`config.mk`:
```
export PLATFORM = sky130hd
export DESIGN_NAME = mem_access_controller
export DESIGN_NICKNAME = d
export VERILOG_FILES = /design/src/rtl/mem_access_controller.sv
export SDC_FILE = /design/constraint.sdc
export NUM_CORES = 1
export LEC_CHECK = 0
export ABC_CLOCK_PERIOD_IN_PS = 4300
export CORE_ASPECT_RATIO = 0.75
export CORE_MARGIN = 4
export CORE_UTILIZATION = 42
export CTS_CLUSTER_DIAMETER = 30
export DETAILED_ROUTE_END_ITERATION = 12
export GPL_TIMING_DRIVEN = 0
export PLACE_DENSITY = 0.75
export SLEW_MARGIN = 0
export SYNTH_ARGS = -nofsm -noshare
export SYNTH_HDL_FRONTEND = slang
export SYNTH_SLANG_ARGS = --single-unit
```
`constraint.sdc`:
```
create_clock -name clk -period 4.3 [get_ports clk]
set_input_delay 0.86 -clock clk [delete_from_list [all_inputs] [get_ports clk]]
set_output_delay 0.86 -clock clk [all_outputs]
set_load 0.01 [all_outputs]
```
`src/rtl/mem_access_controller.sv`:
```
// Sequences 32-bit CPU loads/stores as two 16-bit SRAM phases (low half first).
// Optional macro MEM_CTRL_STALL_CNT_EN adds a saturating stall_count output.
module mem_access_controller #(
  parameter int N           = 32,
  parameter int SRAM_AW     = 18,
  parameter int WAIT_CYCLES = 5,
  parameter int BASE_ADDR   = 1024
) (
  input  logic               clk,
  input  logic               rst,
  input  logic               MEM_R_EN,
  input  logic               MEM_W_EN,
  input  logic [N-1:0]       ALU_Res,
  input  logic [N-1:0]       Val_Rm,
  output logic [N-1:0]       ReadData,
  output logic               ready,
  output logic               freeze,
  output logic [SRAM_AW-1:0] SRAM_ADDR,
  output logic [15:0]        SRAM_WDATA,
  input  logic [15:0]        SRAM_RDATA,
  output logic               SRAM_WE_N,
  output logic               SRAM_OE_N
`ifdef MEM_CTRL_STALL_CNT_EN
  ,
  output logic [31:0]        stall_count
`endif
);

  typedef enum logic [1:0] {IDLE, LO, HI, DONE} state_t;

  localparam logic [3:0] CNT_LOAD = 4'(WAIT_CYCLES - 1);
  localparam logic       WE_GAP   = (WAIT_CYCLES > 1);

  state_t               state_q, state_d;
  logic [3:0]           cnt_q, cnt_d;
  logic [SRAM_AW-2:0]   addr_q, addr_d;
  logic [N-1:0]         data_q, data_d;
  logic                 wr_q, wr_d;
  logic [N-1:0]         rdata_q, rdata_d;
  logic [SRAM_AW-1:0]   sram_addr_q, sram_addr_d;
  logic [15:0]          sram_wdata_q, sram_wdata_d;
  logic                 we_n_q, we_n_d;
  logic                 oe_n_q, oe_n_d;

  logic [N-1:0]         offset;
  logic [SRAM_AW-2:0]   word;
  logic                 req;
  logic                 unused_addr_bits;

  assign offset = ALU_Res - N'(BASE_ADDR);
  assign word   = offset[SRAM_AW:2];
  assign req    = MEM_R_EN | MEM_W_EN;
  assign unused_addr_bits = ^{offset[N-1:SRAM_AW+1], offset[1:0]};

  always_comb begin
    state_d      = state_q;
    cnt_d        = cnt_q;
    addr_d       = addr_q;
    data_d       = data_q;
    wr_d         = wr_q;
    rdata_d      = rdata_q;
    sram_addr_d  = sram_addr_q;
    sram_wdata_d = sram_wdata_q;
    we_n_d       = we_n_q;
    oe_n_d       = oe_n_q;
    case (state_q)
      IDLE: begin
        if (req) begin
          addr_d      = word;
          data_d      = Val_Rm;
          wr_d        = MEM_W_EN;
          cnt_d       = CNT_LOAD;
          sram_addr_d = {word, 1'b0};
          if (MEM_W_EN) sram_wdata_d = Val_Rm[15:0];
          we_n_d      = ~MEM_W_EN;
          oe_n_d      = MEM_W_EN;
          state_d     = LO;
        end
      end
      LO: begin
        if (cnt_q == 4'd0) begin
          if (!wr_q) rdata_d[15:0] = SRAM_RDATA;
          cnt_d       = CNT_LOAD;
          sram_addr_d = {addr_q, 1'b1};
          if (wr_q) sram_wdata_d = data_q[31:16];
          // WE_N pulses high across the address change so the low half commits first
          we_n_d      = wr_q ? WE_GAP : 1'b1;
          state_d     = HI;
        end else begin
          cnt_d = cnt_q - 4'd1;
        end
      end
      HI: begin
        if (cnt_q == 4'd0) begin
          if (!wr_q) rdata_d[31:16] = SRAM_RDATA;
          we_n_d  = 1'b1;
          oe_n_d  = 1'b1;
          state_d = DONE;
        end else begin
          cnt_d  = cnt_q - 4'd1;
          we_n_d = ~wr_q;
        end
      end
      DONE: begin
        state_d = IDLE;
      end
      default: begin
        state_d = IDLE;
      end
    endcase
  end

  always_ff @(posedge clk) begin
    if (!rst) begin
      state_q      <= IDLE;
      cnt_q        <= 4'd0;
      addr_q       <= '0;
      data_q       <= '0;
      wr_q         <= 1'b0;
      rdata_q      <= '0;
      sram_addr_q  <= '0;
      sram_wdata_q <= 16'd0;
      we_n_q       <= 1'b1;
      oe_n_q       <= 1'b1;
    end else begin
      state_q      <= state_d;
      cnt_q        <= cnt_d;
      addr_q       <= addr_d;
      data_q       <= data_d;
      wr_q         <= wr_d;
      rdata_q      <= rdata_d;
      sram_addr_q  <= sram_addr_d;
      sram_wdata_q <= sram_wdata_d;
      we_n_q       <= we_n_d;
      oe_n_q       <= oe_n_d;
    end
  end

  assign freeze     = req & (state_q != DONE);
  assign ready      = (state_q == DONE);
  assign ReadData   = rdata_q;
  assign SRAM_ADDR  = sram_addr_q;
  assign SRAM_WDATA = sram_wdata_q;
  assign SRAM_WE_N  = we_n_q;
  assign SRAM_OE_N  = oe_n_q;

`ifdef MEM_CTRL_STALL_CNT_EN
  logic [31:0] stall_cnt_q, stall_cnt_d;

  always_comb begin
    stall_cnt_d = stall_cnt_q;
    if (freeze && (stall_cnt_q != 32'hFFFF_FFFF)) stall_cnt_d = stall_cnt_q + 32'd1;
  end

  always_ff @(posedge clk) begin
    if (!rst) stall_cnt_q <= 32'd0;
    else      stall_cnt_q <= stall_cnt_d;
  end

  assign stall_count = stall_cnt_q;
`endif

endmodule

```
==> metrics.log <==
[metrics] Commonest cells post-synth: sky130_fd_sc_hd__nand2_1, sky130_fd_sc_hd__dfxtp_1, sky130_fd_sc_hd__a21oi_1
[metrics] final-report max-slew violation count: 0
[metrics] wire length the detailed router placed on met1: 6.24 mm
[metrics] Gates resized, CTS repair: 0
[metrics] clock tree from TritonCTS: done
[metrics] hold violation count in the final report: 0
[metrics] clock root cell: sky130_fd_sc_hd__clkbuf_16
[metrics] Warnings, synthesis: 0
[metrics] via count of the routed design: 4341
[metrics] worst-case vdd ir drop: ~0.30 mV
[metrics] R2R Path Start: state_q[1]$_SDFFE_PN0P_
[metrics] largest fanout of any net on the critical path: 6
[metrics] transition time at the pin with the least slew margin: 1020 ps
[metrics] antenna diode count: 0
[metrics] total half-perimeter wirelength after legalization and detailed placement: 10.3 mm
[metrics] core region area: 0.0104 mm²
[metrics] start point of the worst hold path: ReadData[21]$_SDFFE_PN0P_
[metrics] detailed route wirelength on metal2: approximately 6 mm
[metrics] initial standard-cell utilization of the core: 43.5%
[metrics] fraction of the cycle the final worst path needs: between 70 and 80%
[metrics] post-synth cell types: 46
[metrics] clk buf depth: 2
[metrics] global placement routability congestion: roughly 0.87
[metrics] highest layer used for signal routing: met4
[metrics] area of all placed cells without fillers: 0.00638 mm²
[metrics] Total Nets Final: 775
[metrics] number of DRC markers after the initial detailed-route iteration: 317
[metrics] worst hold margin: 454 ps
[metrics] DRC violations left: 0
[metrics] average cell area after synthesis: 8.46 µm²
[metrics] worst slew slack as a fraction of its limit: 31.9%
[metrics] #FFs+latches synth: approximately 110
[metrics] number of antenna violations at the first check in global routing: 0
[metrics] dominant synthesized flop cell: sky130_fd_sc_hd__dfxtp_1
[metrics] die height: between 90 and 100 µm
[metrics] total CTS buffers: 9
[metrics] maximum number of pins on one net before global-route repair: 18
[metrics] standard-cell rows: 32
[metrics] IO Port Bufs: 138
[metrics] CP Launch Type: primary input
[metrics] Min-Delay Path Class: flip-flop to flip-flop
[metrics] setup-violating endpoint count in the final report: 0
[metrics] total iterations of the first detailed-routing run: 5
[metrics] CP Capture Type: primary output
[metrics] Reg2Reg Depth: 7
[metrics] Min-Delay Endpoint: ReadData[21]$_SDFFE_PN0P_
[metrics] Syn-to-layout area delta: 40.9%
[metrics] placed inst area: 0.00608 mm²
[metrics] Pwr per Cell Area: 644 mW/mm²
[metrics] Synth Cell Area: 0.00452 mm²
[metrics] number of flops mapped to enable cells by yosys: 0
[metrics] routed wl met3: about 1 mm
[metrics] slowest cell delay on critical path: 600 ps
[metrics] cell with the most instances after synthesis: sky130_fd_sc_hd__nand2_1
[metrics] CTS HTree Levels: 3
[metrics] Synth top area share: 47.8%
[metrics] filler cell count: 916
[metrics] Post-CTS Repair Setup Buffers: 0
[metrics] reg-to-reg setup timing slack: about 1900 ps
[metrics] overall track demand over capacity in global routing: 21.6%
[metrics] cell count after synthesis: between 500 and 600
[metrics] maximum clock skew at final layout: between 8 and 9 ps
[metrics] num ports: 154
[metrics] library cell with the largest summed area after synthesis: sky130_fd_sc_hd__dfxtp_1
[metrics] layout cells sized above 1: 5.67%
[metrics] unrepaired setup endpoints after global routing: false
[metrics] FF-to-FF End: SRAM_WDATA[12]$_SDFFE_PN0P_
[metrics] Static Leakage: 0.00236 µW
[metrics] width of the die: 128 µm
[metrics] vias in the first global route: 4340
[metrics] clock slew at reported path FFs: 70 ps
[metrics] critical path cell sequence: clkdlybuf4s50_1, nor2_1, nor2_1, clkdlybuf4s50_1
[metrics] cell with the biggest individual delay on the critical path: sky130_fd_sc_hd__clkdlybuf4s50_1
[metrics] Die Footprint: 0.0125 mm²
[metrics] wire per inst: about 17 µm
[metrics] hold buffer count at CTS: 0
[metrics] Cells on Worst Hold Path: 2
[metrics] clock sink total: 108
[metrics] post-detailed-route count of antenna-violating nets: 0
[metrics] Max Cap Violations: 0
[metrics] global-route wire length before repair: ~22 mm
[metrics] run status: completed
[metrics] total congestion overflow: 0
[metrics] Worst EP arrival: around 2200 ps
[metrics] maximum achievable frequency: 324 MHz
[metrics] final total negative setup slack: 0 ps
[metrics] data required time of the worst path: ~3400 ps
[metrics] worst skew pair latency: 350 ps
[metrics] sequential-to-total area share from yosys stat: ~48%
[metrics] final worst path period need: around 3000 ps
[metrics] type of the setup path with the least slack: primary input to primary output
[metrics] async set-or-reset flop fraction in the synthesized netlist: 0%
[metrics] vias per cell: 5.27
[metrics] net count of the mapped netlist: 626
[metrics] top area cells in the synthesized netlist: sky130_fd_sc_hd__dfxtp_1, sky130_fd_sc_hd__nand2_1, sky130_fd_sc_hd__a21oi_1, sky130_fd_sc_hd__mux2i_1, sky130_fd_sc_hd__nor2_1
[metrics] Total Routed Length: 13.7 mm
==> registers in the layout, summed over array words and instances, names as in the netlist <==
signal      flops
ReadData       32
SRAM_ADDR      18
SRAM_OE_N       1
SRAM_WDATA     16
SRAM_WE_N       1
addr_q         17
cnt_q           4
data_q         16
state_q         2
wr_q            1
==> power by group <==
part / internal, µW / switching (µW) / total, µW
clock network: 468 / 374 / 842
logic: 821 / 1010 / 1830
registers: 1280 / 157 / 1440
total: 2570 / 1540 / 4110
==> metal layers <==
layer	vias up	global-route usage, %
li1	2127	-
met1	2038	28.5
met2	147	33.1
met3	29	7.00
met4	0	8.40
met5	-	0
==> critical path, delay by kind of cell <==
family / cells / cell delay (ps)
and+or+nand+nor: 2 / 210
buffers and inverters: 2 / 1140
==> per-stage QoR <==
step | cells | power [µW] | setup WS (ps) | util, %
6_report | 824 | 4110 | 1220 | 61.3
5_1_grt | 824 | 4360 | 1130 | 61.3
4_1_cts | 824 | 4110 | 1210 | 61.3
3_5_place_dp | 809 | 3270 | 1220 | 58.4
3_3_place_gp | 809 | 3210 | 1220 | 58.4
2_1_floorplan | 535 | 2520 | 2250 | -
==> placed cells by master, fill, tap and decap left out, types with 9 or more instances in the layout <==
cell type and n:
sky130_fd_sc_hd__mux2i_1 30, sky130_fd_sc_hd__inv_1 10, sky130_fd_sc_hd__clkdlybuf4s50_1 138, sky130_fd_sc_hd__a21oi_1 62, sky130_fd_sc_hd__buf_2 10, sky130_fd_sc_hd__nor2_1 46
sky130_fd_sc_hd__clkbuf_1 20, sky130_fd_sc_hd__nand2_1 128, sky130_fd_sc_hd__a211oi_1 21, sky130_fd_sc_hd__o21ai_0 15, sky130_fd_sc_hd__clkbuf_16 9, sky130_fd_sc_hd__dfxtp_1 108
==> worst max-delay path by stage <==
| stage | start | end | slack, ps | cells after the start |
|---|---|---|---|---|
| global route | MEM_W_EN | freeze | 1130 | 4 |
| global placement | MEM_W_EN | freeze | 1220 | 4 |
| finish | MEM_W_EN | freeze | 1220 | 4 |
| CTS | MEM_W_EN | freeze | 1210 | 4 |
| detailed placement | MEM_W_EN | freeze | 1220 | 4 |
| floorplan | MEM_W_EN | SRAM_ADDR[0]$_SDFFE_PN0P_ | 2250 | 4 |
==> logic make-up after synthesis <==
logic type,Yosys count,synth area share [%]
xor+xnor,5,0.968
flops,108,47.8
fa+ha+maj,7,1.94
mux,30,6.64
buf+inv,48,4.59
compound gates,128,18.4
simple gates,209,19.7
==> cell type report <==
class                           instances  area (µm²)  area share [%]
Buffer                                 38         170            2.67
Clock buffer                           10         239            3.75
Clock inverter                          5        61.3           0.962
Inverter                               10        37.5           0.589
Multi-Input combinational cell        379        2150            33.8
Sequential cell                       108        2160            33.9
Tap cell                              136         170            2.67
Timing Repair Buffer                  138        1380            21.7
Note: power is estimated with default switching activity, not from simulation.
